--- src/rtl/sram_port_pkg.sv ---
// sram_port_pkg: shared types and helpers for the SRAM port master.
// Holds the pipeline tag type that follows each credited request through
// the macro's fixed read latency, and the counter-width helper.
package sram_port_pkg;

  // Bits needed to hold any value in 0..max_val (at least one bit).
  function automatic int unsigned cnt_width(input int unsigned max_val);
    return (max_val < 1) ? 1 : $clog2(max_val + 1);
  endfunction

  // One slot of the read-latency pipeline.
  typedef struct packed {
    logic valid;     // a credited request occupies this slot
    logic is_write;  // slot belongs to a write ack, not a read
  } pipe_tag_t;

  localparam pipe_tag_t PIPE_TAG_IDLE = '{valid: 1'b0, is_write: 1'b0};

endpackage

--- src/rtl/sram_port_master_chk.sv ---
// sram_port_master_chk: invariants of the credit scheme. The credit counter
// must never exceed the buffer depth, and the response buffer must never be
// pushed while full (credits exist precisely to prevent that).
module sram_port_master_chk #(
  parameter int unsigned CW        = 2,
  parameter int unsigned RSP_DEPTH = 3
) (
  input logic          clk_i,
  input logic          rst_ni,
  input logic          push_i,
  input logic          full_i,
  input logic [CW-1:0] used_i
);

  a_no_push_when_full: assert property (
    @(posedge clk_i) disable iff (!rst_ni) !(push_i && full_i)
  );

  a_used_bounded: assert property (
    @(posedge clk_i) disable iff (!rst_ni) used_i <= CW'(RSP_DEPTH)
  );

endmodule

--- src/rtl/sram_rsp_fifo.sv ---
// sram_rsp_fifo: registered circular response buffer.
// Output data is read straight from the storage array and forced to zero
// while the buffer is empty, so the response data port is quiet when idle.
module sram_rsp_fifo
  import sram_port_pkg::*;
#(
  parameter int unsigned DEPTH = 3,
  parameter int unsigned WIDTH = 64
) (
  input  logic             clk_i,
  input  logic             rst_ni,
  input  logic             push_i,
  input  logic [WIDTH-1:0] data_i,
  input  logic             pop_i,
  output logic [WIDTH-1:0] data_o,
  output logic             full_o,
  output logic             empty_o
);

  localparam int unsigned PW = (DEPTH > 1) ? $clog2(DEPTH) : 1;
  localparam int unsigned CW = cnt_width(DEPTH);
  localparam logic [CW-1:0] DEPTH_C = CW'(DEPTH);
  localparam logic [PW-1:0] LAST_C  = PW'(DEPTH - 1);

  logic [WIDTH-1:0] mem_q [DEPTH];
  logic [WIDTH-1:0] mem_d [DEPTH];
  logic [PW-1:0]    wr_ptr_q, wr_ptr_d;
  logic [PW-1:0]    rd_ptr_q, rd_ptr_d;
  logic [CW-1:0]    cnt_q, cnt_d;
  logic             push_s, pop_s;

  // Pointer advance with explicit wrap so non-power-of-two depths work.
  function automatic logic [PW-1:0] ptr_inc(input logic [PW-1:0] p);
    return (p == LAST_C) ? '0 : p + PW'(1);
  endfunction

  assign full_o  = (cnt_q == DEPTH_C);
  assign empty_o = (cnt_q == '0);
  assign push_s  = push_i & ~full_o;
  assign pop_s   = pop_i & ~empty_o;
  assign data_o  = empty_o ? '0 : mem_q[rd_ptr_q];

  // Next-state for storage, pointers and occupancy.
  always_comb begin
    mem_d    = mem_q;
    wr_ptr_d = wr_ptr_q;
    rd_ptr_d = rd_ptr_q;
    cnt_d    = cnt_q;
    if (push_s) begin
      mem_d[wr_ptr_q] = data_i;
      wr_ptr_d        = ptr_inc(wr_ptr_q);
    end else begin
      wr_ptr_d = wr_ptr_q;
    end
    if (pop_s) begin
      rd_ptr_d = ptr_inc(rd_ptr_q);
    end else begin
      rd_ptr_d = rd_ptr_q;
    end
    case ({push_s, pop_s})
      2'b10:   cnt_d = cnt_q + CW'(1);
      2'b01:   cnt_d = cnt_q - CW'(1);
      default: cnt_d = cnt_q;
    endcase
  end

  // State registers; reset empties the buffer and clears its contents.
  always_ff @(posedge clk_i or negedge rst_ni) begin
    if (!rst_ni) begin
      for (int unsigned i = 0; i < DEPTH; i++) begin
        mem_q[i] <= '0;
      end
      wr_ptr_q <= '0;
      rd_ptr_q <= '0;
      cnt_q    <= '0;
    end else begin
      mem_q    <= mem_d;
      wr_ptr_q <= wr_ptr_d;
      rd_ptr_q <= rd_ptr_d;
      cnt_q    <= cnt_d;
    end
  end

endmodule

--- src/rtl/sram_port_master.sv ---
// sram_port_master: valid/ready request stream to single-port SRAM macro.
// Reads (and writes, when SRAM_PORT_MASTER_WR_ACK_EN is defined) take a
// credit at accept; the credit returns when the response is popped. Since
// credits cover both the read pipeline and the response buffer, returned
// data always has a slot and upstream back-pressure never loses data.
// Optional feature macro: SRAM_PORT_MASTER_WR_ACK_EN (write ack responses).
module sram_port_master
  import sram_port_pkg::*;
#(
  parameter int unsigned DATA_WIDTH   = 64,
  parameter int unsigned NUM_WORDS    = 1024,
  parameter int unsigned READ_LATENCY = 1,
  parameter int unsigned RSP_DEPTH    = 3,
  localparam int unsigned AW = (NUM_WORDS > 1) ? $clog2(NUM_WORDS) : 1,
  localparam int unsigned BW = (DATA_WIDTH + 7) / 8
) (
  input  logic                  clk_i,
  input  logic                  rst_ni,
  input  logic                  req_valid_i,
  output logic                  req_ready_o,
  input  logic                  req_we_i,
  input  logic [AW-1:0]         req_addr_i,
  input  logic [DATA_WIDTH-1:0] req_wdata_i,
  input  logic [BW-1:0]         req_be_i,
  output logic                  rsp_valid_o,
  input  logic                  rsp_ready_i,
  output logic [DATA_WIDTH-1:0] rsp_rdata_o,
  output logic                  sram_req_o,
  output logic                  sram_we_o,
  output logic [AW-1:0]         sram_addr_o,
  output logic [DATA_WIDTH-1:0] sram_wdata_o,
  output logic [BW-1:0]         sram_be_o,
  input  logic [DATA_WIDTH-1:0] sram_rdata_i
);

  localparam int unsigned CW = cnt_width(RSP_DEPTH);
  localparam logic [CW-1:0] DEPTH_C = CW'(RSP_DEPTH);

  logic                  needs_credit_s;
  logic                  accept_s;
  logic                  credit_acc_s;
  logic                  pop_s;
  logic                  push_s;
  logic                  fifo_full_s;
  logic                  fifo_empty_s;
  logic [DATA_WIDTH-1:0] push_data_s;
  logic [CW-1:0]         used_q, used_d;
  pipe_tag_t             pipe_q [READ_LATENCY];
  pipe_tag_t             pipe_d [READ_LATENCY];
  pipe_tag_t             exit_s;

`ifdef SRAM_PORT_MASTER_WR_ACK_EN
  assign needs_credit_s = 1'b1;
`else
  assign needs_credit_s = ~req_we_i;
`endif

  // Ready depends only on the credit register and the request type.
  assign req_ready_o  = ~needs_credit_s | (used_q < DEPTH_C);
  assign accept_s     = req_valid_i & req_ready_o;
  assign credit_acc_s = accept_s & needs_credit_s;

  // Request fields go straight to the macro; only the strobe is gated.
  assign sram_req_o   = accept_s;
  assign sram_we_o    = req_we_i;
  assign sram_addr_o  = req_addr_i;
  assign sram_wdata_o = req_wdata_i;
  assign sram_be_o    = req_be_i;

  // The last pipeline slot lines up with valid macro read data.
  assign exit_s      = pipe_q[READ_LATENCY-1];
  assign push_s      = exit_s.valid;
  assign push_data_s = exit_s.is_write ? '0 : sram_rdata_i;

  assign rsp_valid_o = ~fifo_empty_s;
  assign pop_s       = rsp_valid_o & rsp_ready_i;

  // Shift credited requests through the read-latency pipeline.
  always_comb begin
    pipe_d    = pipe_q;
    pipe_d[0] = '{valid: credit_acc_s, is_write: credit_acc_s & req_we_i};
    for (int unsigned i = 1; i < READ_LATENCY; i++) begin
      pipe_d[i] = pipe_q[i-1];
    end
  end

  // Credit count: take on credited accept, return on pop.
  always_comb begin
    used_d = used_q;
    case ({credit_acc_s, pop_s})
      2'b10:   used_d = used_q + CW'(1);
      2'b01:   used_d = used_q - CW'(1);
      default: used_d = used_q;
    endcase
  end

  // Pipeline and credit registers; reset drops everything in flight.
  always_ff @(posedge clk_i or negedge rst_ni) begin
    if (!rst_ni) begin
      for (int unsigned i = 0; i < READ_LATENCY; i++) begin
        pipe_q[i] <= PIPE_TAG_IDLE;
      end
      used_q <= '0;
    end else begin
      pipe_q <= pipe_d;
      used_q <= used_d;
    end
  end

  sram_rsp_fifo #(
    .DEPTH (RSP_DEPTH),
    .WIDTH (DATA_WIDTH)
  ) u_rsp_fifo (
    .clk_i   (clk_i),
    .rst_ni  (rst_ni),
    .push_i  (push_s),
    .data_i  (push_data_s),
    .pop_i   (pop_s),
    .data_o  (rsp_rdata_o),
    .full_o  (fifo_full_s),
    .empty_o (fifo_empty_s)
  );

  sram_port_master_chk #(
    .CW        (CW),
    .RSP_DEPTH (RSP_DEPTH)
  ) u_chk (
    .clk_i  (clk_i),
    .rst_ni (rst_ni),
    .push_i (push_s),
    .full_i (fifo_full_s),
    .used_i (used_q)
  );

endmodule
--- config.mk ---
export PLATFORM = sky130hd
export DESIGN_NAME = sram_port_master
export DESIGN_NICKNAME = d
export VERILOG_FILES = /design/src/rtl/sram_port_pkg.sv /design/src/rtl/sram_port_master_chk.sv /design/src/rtl/sram_rsp_fifo.sv /design/src/rtl/sram_port_master.sv
export SDC_FILE = /design/constraint.sdc
export NUM_CORES = 1
export LEC_CHECK = 0
export BUFFER_PORTS_ARGS = -buffer_cell sky130_fd_sc_hd__buf_2
export CAP_MARGIN = 15
export CORE_ASPECT_RATIO = 0.9
export CORE_UTILIZATION = 50
export DETAILED_ROUTE_END_ITERATION = 8
export PLACE_DENSITY_LB_ADDON = 0.25
export SLEW_MARGIN = 15
export SYNTH_ARGS = -nofsm -noshare
export SYNTH_HDL_FRONTEND = slang
export SYNTH_SLANG_ARGS = --single-unit
--- constraint.sdc ---
create_clock -name clk_i -period 4.6 [get_ports clk_i]
set_input_delay 0.46 -clock clk_i [delete_from_list [all_inputs] [get_ports clk_i]]
set_output_delay 0.46 -clock clk_i [all_outputs]
set_load 0.05 [all_outputs]
## Word level (Yosys, flattened, before mapping)

Index checks and enable logic that the tools add are counted.

| operators by class | value |
|---|---|
| $add $sub $neg | 6 |
| $lt $le $gt $ge | 4 |
| equality and inequality tests | 7 |
| muxes and demuxes | 12 |
| bitwise logic cells | 12 |
| reduce and logical (&&, ||, !) cells | 4 |

Operators with widths:

| cell | count |
|---|---|
| 64-bit 2-to-1 mux | 5 |
| 192-bit bitwise mux | 1 |
| 64-bit binary-select mux with 2-bit select | 1 |
| 64-bit demux with 2-bit select | 1 |
| 2-bit == test, second input constant | 5 |
| 2-bit by 1-bit adder with 2-bit output, second input constant | 4 |
| 2-bit case mux with 2 select lines | 2 |
| 1-bit AND | 6 |
| 3-bit >= comparator, second input constant | 2 |
| 2-bit inverter with 3-bit output | 2 |
| 2-bit by 1-bit == test with 1-bit output, second input constant | 2 |
| 2-bit 2-to-1 mux | 2 |
| 2-bit nonzero test | 2 |
| 2-bit by 1-bit subtractor with 2-bit output, second input constant | 2 |
| 3-bit by 1-bit < comparator with 1-bit output, second input constant | 1 |
| 1-bit inverter | 3 |
| 2-bit logical NOT | 1 |
| 2-bit < comparator, second input constant | 1 |
| 1-bit logical AND | 1 |
| 1-bit bitwise OR | 1 |

| storage, ports and cells | value |
|---|---|
| register bits after elaboration | 202 |
| bits of input ports | 151 |
| output and inout port bits | 150 |

## Logic depth before layout (Yosys ltp)

Gate-level depths: netlist of the first run.

| logic depth | value |
|---|---|
| depth in word-level cells | 6 |
| depth in mapped cells | 7 |

## By module

A second synthesis of the first run with hierarchy kept.

| unflattened totals | value |
|---|---|
| cells, all modules | 887 |
| area total of the unflattened synthesis | 10661.5 um^2 |

Modules (own cells, without submodules):

| module | times used | cells an instance | area each (um^2) | seq. area each (um^2) |
|---|---|---|---|---|
| sram_rsp_fifo | 1 | 716 | 9414.0 | 4954.8 |
| sram_port_master | 1 | 171 | 1247.4 | 100.1 |

## Worst setup path before layout of the first run

No wires, ideal clock.

| timing path | value |
|---|---|
| kind | flip-flop to output port |
| start point | register u_rsp_fifo.rd_ptr_q[1] |
| end point | output rsp_rdata_o[0] |
| arrival | 2.042 ns |
| required time | 4.140 ns |
| slack | 2.098 ns |
| cell stages (with the launch flop) | 7 |
| path through | dfrtp_1 -> clkbuf_1 -> buf_4 -> buf_2 -> mux2i_1 -> or2_2 -> a21oi_1 |

| on the way | value |
|---|---|
| longest elaborated chain between the ends | 5 |

RTL lines:

| what | RTL line | source |
|---|---|---|
| from (decl) | sram_rsp_fifo.sv:28 | `logic [PW-1:0] rd_ptr_q, rd_ptr_d;` |
| from (signal assigned) | sram_rsp_fifo.sv:79 | `rd_ptr_q <= rd_ptr_d;` |
| 2-bit inverter with 3-bit output (not written as such) | sram_rsp_fifo.sv:41 | `assign data_o = empty_o ? '0 : mem_q[rd_ptr_q];` |
| 64-bit binary-select mux with 2-bit select | sram_rsp_fifo.sv:41 |  |
| 64-bit 2-to-1 mux (not written as such) (2 in a row) | sram_rsp_fifo.sv:41 |  |
| 64-bit 2-to-1 mux | sram_rsp_fifo.sv:41 |  |
| to (decl) | sram_port_master.sv:27 | `output logic [DATA_WIDTH-1:0] rsp_rdata_o,` |

No other way between the ends. The select of a mux whose other input is x is not followed.

## Worst setup path in the final report of the first run

| timing path | value |
|---|---|
| start point | register u_rsp_fifo.rd_ptr_q[1] |
| end point | output rsp_rdata_o[30] |

Same word-level chain as after synthesis.

==> flow_summary_export.csv, run 1 <==
group,metric,value,unit
status,status,"finished, final reports clean",
floorplanning,dieArea,0.02164,mm²
pwr,power.net_switching,0.003919,W
setup_path,critPathMaxStageDelay,0.90,ns
timing,drv_slew,0,
floorplanning,core_area,0.02029,mm²
cts,htreeDepth,1,
cts,insertion_delay,0.50,ns
cts,clock_sinks,202,
yosys,synth-seq-cells,202,
detailed_routing,totalWireLength,21480,µm
timing,worst-slew-pin-transition,0.9871,ns
cts,postCtsSetupBuffers,0,
yosys,synth_top_family_by_area,"multiplexers",
pwr,seqPwrFrac,33.2,%
floorplanning,fp.dieW,155.0,µm
placed_design,place_congestion,0.7233,
timing,fin_crit_sh,74.01,%
pwr,p_per_area,814.7,mW/mm²
cts,clock_path_buffers,3,
yosys,syn_area_per_cell,11.86,µm²
timing,fin_skew,0.01381,ns
timing,hold_viol_final,0,
yosys,synth-seq-area-share,48.01,%
cts,root_buffer,"clkbuf_16",
setup_path,slowest_stage,"dfrtp_4",
yosys,ys_warn_count,0,
floorplanning,die_h,139.7,µm
placed_design,hpwl,13130,µm
detailed_routing,viasPerCell,5.248,
pwr,peakVddDrop,0.4172,mV
yosys,synth-compound-area-share,3.339,%
cells_and_area,seq_area,0.005061,mm²
timing,fmax,293.7,MHz
timing,period_minus_slack,3.404,ns
placed_design,io_buffers,136,
yosys,synth.net_count,1041,
global_routing,grt_first_pass_wirelength,35900,µm
setup_path,startpoint_type,"flip-flop",
setup_path,worstPathRequired,4.14,ns
floorplanning,initial_core_util,51.88,%
cells_and_area,synthToLayoutAreaGrowth,9.376,%
pwr,swShare,41.78,%
timing,setup_violations,0,
pwr,internal_power,0.005463,W
cells_and_area,stdcell_area,0.01152,mm²
global_routing,antenna_found_initial,2,
detailed_routing,ant_nets,0,
flow_run,cap_violations,0,
yosys,synthDistinctLibCells,26,
yosys,synthMuxAreaShare,28.37,%
worst_hold_path,hold_class,"in -> async",
yosys,syn_area,0.01053,mm²
setup_path,cp_max_fo,40,
cts,cts_tree,"done",
yosys,synthAdderAreaFrac,0.2377,%
setup_path,worstSetupPathType,"reg -> out",
cts,post_cts_resized,0,
setup_path,path_delay_family,"flip-flops",
cts,ctsHoldBuffers,0,
yosys,synthSimpleGateAreaFrac,10.72,%
detailed_routing,drcViolationCount,0,
timing,finalSetupTns,0,ns
floorplanning,rows,49,
cts,clk_pin_slew,0.06,ns
cells_and_area,drive_above_1_share,47.42,%
placed_design,placed_cell_area,0.01079,mm²
setup_path,cp-end-kind,"output port",
global_routing,grt_pass1_vias,6661,
floorplanning,io_pins,301,
global_routing,grt_max_degree,121,
cts,cts_inserted_buffers,22,
detailed_routing,first_pass_iters,4,
global_routing,gr-usage-all-layers,20.73,%
yosys,syn_inst,888,
pwr,clkPwrFrac,18.9,%
timing,slew_headroom,34.19,%
pwr,p_leak,5.472,nW
detailed_routing,vias,6366,
setup_path,arrival,2.94,ns
yosys,synth_xor_area_share,0.4991,%
setup_path,crit_chain,"buf_4 -> mux2i_1 -> or2_2 -> a21oi_1 -> buf_2",
timing,rsz0062_at_grt,"no",
pwr,comb_power_share,47.9,%
detailed_routing,drt_iter0_drc,256,
cells_and_area,fill_cells,1762,
detailed_routing,wl_per_cell,17.71,µm
global_routing,grt_overflow_total,0,
cells_and_area,multi_input_area,0.004568,mm²
setup_path,path_buf_inv,2,
cells_and_area,final_nets,1072,
timing,hold-worst-slack,0.08842,ns
## flip-flops by register name, summed over array words and instances, names as in the netlist
register             flops
push_s                   1
used_q                   2
u_rsp_fifo.wr_ptr_q      2
u_rsp_fifo.rd_ptr_q      2
exit_s                   1
u_rsp_fifo.mem_q       192
u_rsp_fifo.cnt_q         2
## metal layers
layer	up-vias	share of wire, %	track usage [%]
li1	2965	-	-
met1	3202	47	29.33
met2	147	45	32.10
met3	50	4.7	4.298
met4	2	2.7	6.045
met5	-	0.061	0
## synthesized netlist by cell type
library cell | count | area share [%]
dfrtp_1 | 202 | 48
mux2_2 | 143 | 15
buf_4 | 84 | 6.0
nand2_1 | 69 | 2.5
nor2b_1 | 65 | 3.9
or2_2 | 65 | 3.9
a21oi_1 | 64 | 3.0
mux2i_1 | 64 | 6.1
mux2_4 | 49 | 7.0
clkbuf_1 | 30 | 1.1
buf_2 | 20 | 0.95
buf_6 | 6 | 0.64
nor2_1 | 4 | 0.14
xnor2_1 | 4 | 0.33
inv_1 | 3 | 0.11
nand3b_1 | 3 | 0.21
a21o_1 | 2 | 0.14
ha_1 | 2 | 0.24
xor2_1 | 2 | 0.17
a21boi_2 | 1 | 0.11
conb_1 | 1 | 0.036
inv_2 | 1 | 0.036
nor3_1 | 1 | 0.047
nor3b_1 | 1 | 0.071
o21ai_0 | 1 | 0.047
or3_1 | 1 | 0.059
## path summary, 6_finish.rpt
kind	startpoint	end	slack, ns	cells after the start
min	rst_ni	u_rsp_fifo.mem_q[91]	0.09	1
max reg2reg	u_rsp_fifo.cnt_q[0]	u_rsp_fifo.mem_q[167]	2.21	5
max in group asynchronous	rst_ni	u_rsp_fifo.mem_q[52]	3.52	2
min reg2reg	used_q[1]	used_q[1]	0.47	1
max	u_rsp_fifo.rd_ptr_q[1]	rsp_rdata_o[30]	1.20	5
min in group clk_i	req_we_i	push_s	0.15	2
## worst register-to-register path, delay by kind of cell (launching register included)
family	cells	cell delay, ns
simple gates	1	0.77
flops	1	0.49
compound gates	1	0.13
buf+inv	2	0.54
mux	1	0.34
## cell type report
| type | instances | share of cell area (%) |
|---|---|---|
| clock buffer | 34 | 5.704 |
| antenna | 1 | 0.02173 |
| tap | 280 | 3.042 |
| multi-input combinational | 542 | 39.67 |
| sequential | 202 | 43.95 |
| inverter | 4 | 0.1304 |
| clock inverter | 3 | 0.5650 |
| timing repair buffer | 147 | 6.921 |
## cell families (layout without fill, tap and decap cells)
| family | count (synthesis) | in the layout |
|---|---|---|
| buffers and inverters | 144 | 188 |
| XOR/XNOR | 6 | 6 |
| AND/OR/NAND/NOR | 209 | 209 |
| adder cells (fa/ha/maj) | 2 | 2 |
| other | 1 | 2 |
| multiplexers | 256 | 256 |
| flip-flops | 202 | 202 |
| AO/OA/AOI/OAI | 68 | 68 |
## cells in the final DEF (no fill, tap or decap), types with 2 or more instances in the layout
master	count
nand3b_1	3
a21oi_1	64
buf_4	9
buf_2	135
ha_1	2
or2_2	65
mux2_4	49
clkbuf_16	23
xnor2_1	4
buf_12	2
mux2i_1	64
nor2_1	3
bufinv_16	2
dfrtp_1	199
nor2b_1	64
dfrtp_2	2
mux2_2	143
xor2_1	2
clkbuf_1	7
a21o_1	2
nand2_1	69
clkbuf_8	5
inv_1	3
## power by group through the flow
| stage | combinational [W] | clock, W | sequential, W |
|---|---|---|---|
| 2_1_floorplan | 0.00394 | 0 | 0.00291 |
| 3_3_place_gp | 0.00449 | 0 | 0.00312 |
| 3_5_place_dp | 0.00454 | 0 | 0.00313 |
| 4_1_cts | 0.00455 | 0.00182 | 0.00311 |
| 5_1_grt | 0.00481 | 0.00190 | 0.00323 |
| 6_report | 0.00449 | 0.00177 | 0.00312 |
## metrics by stage
stage	instances	utilization [%]	worst slack, ns	power [W]
final	1213	56.75	1.196	0.009382
after global routing	1212	56.74	1.032	0.009937
after CTS	1212	56.74	1.143	0.009483
after detailed placement	1175	53.18	1.676	0.007676
after global placement	1175	53.18	1.717	0.007602
after floorplan	888	-	2.098	0.006858
No activity file was read; power rests on OpenSTA's default activity.
==> run 2, diff against run 1 <==
--- a/config.mk
+++ b/config.mk
@@ -8,7 +8,7 @@
 export BUFFER_PORTS_ARGS = -buffer_cell sky130_fd_sc_hd__buf_2
 export CAP_MARGIN = 15
 export CORE_ASPECT_RATIO = 0.9
-export CORE_UTILIZATION = 50
+export CORE_UTILIZATION = 48
 export DETAILED_ROUTE_END_ITERATION = 8
 export PLACE_DENSITY_LB_ADDON = 0.25
 export SLEW_MARGIN = 15
==> constraint.sdc (replaced) <==
create_clock -name clk_i -period 3.1 [get_ports clk_i]
set_input_delay 0.31 -clock clk_i [delete_from_list [all_inputs] [get_ports clk_i]]
set_output_delay 0.31 -clock clk_i [all_outputs]
set_load 0.05 [all_outputs]
==> run 2 against run 1 <==
First-iteration DRC count rose by 22%. Register-to-register slack got worse by 1.2 ns. Via count rose by 1.3%. Wire length increased by 5.3%. Core utilization is 2.5 points lower.
==> flow_summary_export.csv, run 2 (same netlist as run 1, synthesis figures left out) <==
group,metric,value,unit
status,status,"finished, final reports clean",
detailed_routing,ant_nets,0,
floorplanning,io_pins,301,
cells_and_area,antenna_cells,0,
cts,cts_tree,"done",
cells_and_area,regMostFlops,"u_rsp_fifo.mem_q",
detailed_routing,viasPerCell,5.222,
detailed_routing,vias,6449,
cts,clock_sinks,202,
timing,rsz0062_at_grt,"no",
pwr,peakVddDrop,0.6277,mV
detailed_routing,totalWireLength,22620,µm
timing,hold-worst-slack,0.01699,ns
setup_path,r2r_setup_slack,1.01,ns
cells_and_area,layout_commonest_cell,"dfrtp_1",
cells_and_area,fill_cells,1886,
global_routing,grt_pass1_vias,6683,
cts,clk_pin_slew,0.06,ns
setup_path,r2r-end,"u_rsp_fifo.mem_q[163]",
flow_run,cap_violations,0,
cts,postCtsSetupBuffers,0,
placed_design,io_buffers,136,
cells_and_area,synthToLayoutAreaGrowth,11.04,%
worst_hold_path,whs_endpoint,"push_s",
setup_path,worstSetupPathType,"reg -> out",
global_routing,grt_overflow_total,0,
timing,worst-slew-pin-transition,0.7507,ns
setup_path,startpoint_type,"flip-flop",
floorplanning,rows,51,
floorplanning,core_area,0.02157,mm²
cells_and_area,stdcell_area,0.01169,mm²
detailed_routing,drcViolationCount,0,
detailed_routing,first_pass_iters,4,
cts,root_buffer,"clkbuf_16",
pwr,p_leak,5.556,nW
cells_and_area,final_cell_mix,"dfrtp_1 (199), mux2_2 (143), buf_2 (135)",
cells_and_area,final_nets,1081,
timing,drv_slew,0,
timing,fin_crit_sh,94.13,%
timing,fmax,342.7,MHz
timing,finalSetupTns,0,ns
timing,setup_violations,0,
placed_design,hpwl,14000,µm
cts,cts_inserted_buffers,23,
timing,hold_viol_final,0,
pwr,p_per_area,1212,mW/mm²
worst_hold_path,hold_class,"in -> reg",
detailed_routing,wl_met1,10710,µm
placed_design,place_congestion,0.6878,
detailed_routing,wl_met3,1093,µm
detailed_routing,routed.top_layer,"met4",
cts,ctsHoldBuffers,1,
setup_path,timing.rr.start,"u_rsp_fifo.cnt_q[0]",
cts,insertion_delay,0.50,ns
setup_path,slowest_stage,"dfrtp_4",
cts,post_cts_resized,0,
timing,fin_skew,0.01190,ns
setup_path,cp-end-kind,"output port",
setup_path,critPathMaxStageDelay,0.79,ns
cts,clock_path_buffers,3,
global_routing,antenna_found_initial,0,
worst_hold_path,hp-start,"req_we_i",
floorplanning,initial_core_util,48.82,%
setup_path,worstPathRequired,2.79,ns
cells_and_area,drive_above_1_share,48.31,%
global_routing,grt_first_pass_wirelength,36080,µm
setup_path,rr_worst_depth,5,
cells_and_area,largest_register_ffs,192,
floorplanning,fp.dieW,158.1,µm
detailed_routing,wl_met2,10370,µm
global_routing,grt_max_degree,76,
worst_hold_path,hold_depth,2,
detailed_routing,drt_iter0_drc,313,
detailed_routing,wl_per_cell,18.32,µm
global_routing,gr-usage-all-layers,20.47,%
setup_path,cp_max_fo,41,
setup_path,crit_chain,"buf_12 -> mux2i_1 -> or2_2 -> a21oi_1 -> buf_2",
timing,slew_headroom,49.96,%
cts,htreeDepth,1,
floorplanning,dieArea,0.02253,mm²
setup_path,arrival,2.61,ns
floorplanning,die_h,142.5,µm
timing,period_minus_slack,2.918,ns
placed_design,placed_cell_area,0.01092,mm²
-- run 2: power breakdown --
| part | switching (W) | leakage (nW) | internal, W |
|---|---|---|---|
| logic | 0.00414 | 2.65 | 0.00271 |
| clock network | 0.00106 | 0.376 | 0.00165 |
| registers | 0.000762 | 2.53 | 0.00386 |
-- run 2: worst max-delay path: cells and delay by family, from the launching register on --
family	cells	cell delay, ns
DFF	1	0.79
buffers and inverters	2	0.68
and+or+nand+nor	1	0.28
AOI/OAI and AO/OA	1	0.21
muxes	1	0.12
-- run 2: layout make-up --
cell class | count | area, µm² | share of cell area, %
well taps | 291 | 364.1 | 3.114
flip-flops and latches | 202 | 5061 | 43.29
clock buffers | 32 | 659.4 | 5.640
multi-input cells | 542 | 4568 | 39.07
inverters | 4 | 15.01 | 0.1284
repair buffers | 155 | 922.1 | 7.887
clock inverters | 9 | 101.3 | 0.8669
-- run 2: how the worst max path moves through the flow --
stage,from,to,slack (ns),cells past startpoint
finish,u_rsp_fifo.rd_ptr_q[1],rsp_rdata_o[5],0.18,5
global route,u_rsp_fifo.rd_ptr_q[1],rsp_rdata_o[23],0.09,5
CTS,u_rsp_fifo.rd_ptr_q[1],rsp_rdata_o[13],0.16,5
detailed placement,u_rsp_fifo.rd_ptr_q[1],rsp_rdata_o[13],0.70,5
global placement,u_rsp_fifo.rd_ptr_q[1],rsp_rdata_o[63],0.73,5
floorplan,u_rsp_fifo.rd_ptr_q[1],rsp_rdata_o[0],0.75,6
-- run 2: metrics by stage --
| step | worst slack, ns | power [W] | utilization (%) | cells |
|---|---|---|---|---|
| 6_report | 0.1818 | 0.01417 | 54.21 | 1235 |
| 5_1_grt | 0.08504 | 0.01497 | 54.21 | 1235 |
| 4_1_cts | 0.1643 | 0.01430 | 54.21 | 1235 |
| 3_5_place_dp | 0.7026 | 0.01152 | 50.63 | 1193 |
| 3_3_place_gp | 0.7320 | 0.01140 | 50.63 | 1193 |
| 2_1_floorplan | 0.7477 | 0.01018 | - | 888 |
-- run 2: metal layers --
| layer | vias up | global-route usage [%] |
|---|---|---|
| met5 | - | 0 |
| met4 | 0 | 5.567 |
| met3 | 48 | 3.350 |
| met2 | 189 | 32.76 |
| met1 | 3230 | 28.71 |
| li1 | 2982 | - |
==> run 3, diff against run 2 <==
--- a/config.mk
+++ b/config.mk
@@ -11,7 +11,8 @@
 export CORE_UTILIZATION = 48
 export DETAILED_ROUTE_END_ITERATION = 8
 export PLACE_DENSITY_LB_ADDON = 0.25
-export SLEW_MARGIN = 15
+export SLEW_MARGIN = 40
 export SYNTH_ARGS = -nofsm -noshare
 export SYNTH_HDL_FRONTEND = slang
+export SYNTH_HIERARCHICAL = 1
 export SYNTH_SLANG_ARGS = --single-unit
==> run 3 against run 2 <==
Critical path depth is the same. Sequential share of layout area barely moved. Register-to-register slack worse by 0.15 ns. Worst setup slack better by 0.083 ns. Clock skew shrank 0.0017 ns.
==> flow_summary_export.csv, run 3 <==
group,metric,value,unit
floorplanning,dieArea,0.02280,mm²
status,status,"finished, final reports clean",
timing,slew_headroom,52.63,%
timing,period_minus_slack,2.835,ns
worst_hold_path,hold_class,"in -> reg",
flow_run,cap_violations,0,
cts,clk_pin_slew,0.06,ns
setup_path,slowest_stage,"dfrtp_4",
cts,htreeDepth,1,
cells_and_area,synthToLayoutAreaGrowth,9.677,%
cells_and_area,final_cell_mix,"dfrtp_1 (199), buf_2 (135), mux2_2 (133)",
setup_path,rr_worst_depth,5,
setup_path,worstPathRequired,2.79,ns
global_routing,grt_pass1_vias,6615,
yosys,synth.net_count,1039,
detailed_routing,vias,6409,
pwr,power.total,0.01393,W
yosys,syn_inst,886,
cts,insertion_delay,0.50,ns
setup_path,timing.rr.start,"u_rsp_fifo/cnt_q[0]",
global_routing,antenna_found_initial,0,
cts,root_buffer,"clkbuf_16",
placed_design,hpwl,14640,µm
setup_path,path_buf_inv,2,
placed_design,io_buffers,136,
floorplanning,fp.dieW,159.0,µm
global_routing,gr-usage-all-layers,20.95,%
floorplanning,initial_core_util,49.11,%
detailed_routing,wl_per_cell,19.16,µm
timing,setup_violations,0,
cells_and_area,layout_commonest_cell,"dfrtp_1",
setup_path,arrival,2.52,ns
setup_path,r2r-end,"u_rsp_fifo/mem_q[58]",
cells_and_area,fill_cells,1935,
floorplanning,rows,51,
setup_path,path_delay_family,"flip-flops",
detailed_routing,first_pass_iters,6,
yosys,syn_area_per_cell,12.02,µm²
global_routing,grt_overflow_total,0,
yosys,ys_warn_count,6,
timing,setup_slack,0.2651,ns
pwr,peakVddDrop,0.7318,mV
setup_path,cp-end-kind,"output port",
setup_path,worstSetupPathType,"reg -> out",
timing,drv_slew,0,
cells_and_area,final_util,53.86,%
pwr,p_per_area,1193,mW/mm²
cells_and_area,final-instance-count-excl-fill,1228,
detailed_routing,ant_nets,0,
global_routing,grt_first_pass_wirelength,37550,µm
timing,fmax,352.7,MHz
cells_and_area,largest_register_ffs,192,
setup_path,crit_cells,5,
global_routing,grt_max_degree,74,
floorplanning,core_area,0.02170,mm²
timing,fin_skew,0.01022,ns
cts,post_cts_resized,0,
timing,fin_crit_sh,91.45,%
cts,cts_tree,"done",
placed_design,place_congestion,0.7296,
placed_design,dp_cells,1188,
timing,finalSetupTns,0,ns
cts,clock_path_buffers,3,
placed_design,pre_cts_ws,0.7918,ns
timing,worst-slew-pin-transition,0.7106,ns
setup_path,crit_end,"rsp_rdata_o[24]",
timing,hold_viol_final,0,
detailed_routing,totalWireLength,23530,µm
cells_and_area,regMostFlops,"u_rsp_fifo/mem_q",
setup_path,cp_max_fo,39,
detailed_routing,drt_iter0_drc,317,
setup_path,critPathMaxStageDelay,0.65,ns
cts,clock_sinks,202,
floorplanning,io_pins,301,
pwr,p_leak,5.590,nW
setup_path,startpoint_type,"flip-flop",
cells_and_area,drive_above_1_share,48.35,%
setup_path,r2r_setup_slack,0.86,ns
cells_and_area,antenna_cells,0,
cts,cts_inserted_buffers,23,
cts,postCtsSetupBuffers,0,
yosys,syn_area,0.01065,mm²
worst_hold_path,hold_depth,3,
floorplanning,die_h,143.3,µm
setup_path,startpoint,"u_rsp_fifo/rd_ptr_q[1]",
timing,rsz0062_at_grt,"no",
setup_path,crit_chain,"nor2b_4 -> buf_12 -> nand2_1 -> a21oi_1 -> buf_2",
cells_and_area,final_nets,1076,
detailed_routing,drcViolationCount,0,
detailed_routing,viasPerCell,5.219,
run 3: changes by cell type in the layout (fill, tap and decap cells not counted), moves of 3 or more:
cell      before  now
clkbuf_8       6    9
clkinv_2       5    0
mux2_2       143  133
mux2_4        49   60
nand2_1       69   64
run 3: worst reg2reg max path: stages (launching register included):
cell      delay, ns
dfrtp_1        0.46
a21boi_2       0.29
inv_2          0.10
or3_4          0.59
buf_12         0.32
mux2_4         0.36
run 3: worst min path at each step:
stage | startpoint | end | slack (ns)
floorplan | rst_ni | exit_s[0] | 0.01
global placement | rst_ni | u_rsp_fifo/mem_q[122] | 0.39
detailed placement | rst_ni | u_rsp_fifo/mem_q[122] | 0.39
CTS | req_valid_i | push_s | 0.11
global route | req_valid_i | push_s | 0.14
finish | req_valid_i | push_s | 0.13
run 3: per-stage QoR:
| step | cell area [µm²] | hold slack [ns] |
|---|---|---|
| after global placement | 10950 | 0.3902 |
| final | 11690 | 0.1262 |
| after floorplan | 10650 | 0.01441 |
| after CTS | 11690 | 0.1122 |
| after global routing | 11690 | 0.1361 |
| after detailed placement | 10950 | 0.3950 |
run 3: area by class of cell:
| type | instances | area (µm²) | area share, % |
|---|---|---|---|
| clock buffers | 37 | 708.2 | 6.061 |
| clock inverters | 2 | 17.52 | 0.1499 |
| inverters | 5 | 18.77 | 0.1606 |
| multi-input cells | 539 | 4628 | 39.61 |
| flip-flops and latches | 202 | 5061 | 43.31 |
| well taps | 291 | 364.1 | 3.116 |
| repair buffers | 152 | 887.1 | 7.592 |
run 3: where the power goes:
| group | internal, W | total (W) | switching, W |
|---|---|---|---|
| combinational | 0.00269 | 0.00669 | 0.00401 |
| sequential | 0.00390 | 0.00464 | 0.000742 |
| clock | 0.00155 | 0.00260 | 0.00105 |
| total | 0.00814 | 0.0139 | 0.00579 |
run 3: timing repair:
item | 4_1_cts | 5_1_grt
hold endpoints to repair | 71 | 0
hold buffers | 1 | 0
setup endpoints to repair | 0 | 0
run 3: metal layers:
| metal | global-route usage [%] | part of all wire [%] | vias to the layer above |
|---|---|---|---|
| met3 | 3.867 | 4.9 | 45 |
| met1 | 28.96 | 46 | 3217 |
| met4 | 6.528 | 2.4 | 0 |
| met2 | 33.56 | 46 | 181 |
| li1 | - | - | 2966 |
| met5 | 0.4329 | 0 | - |
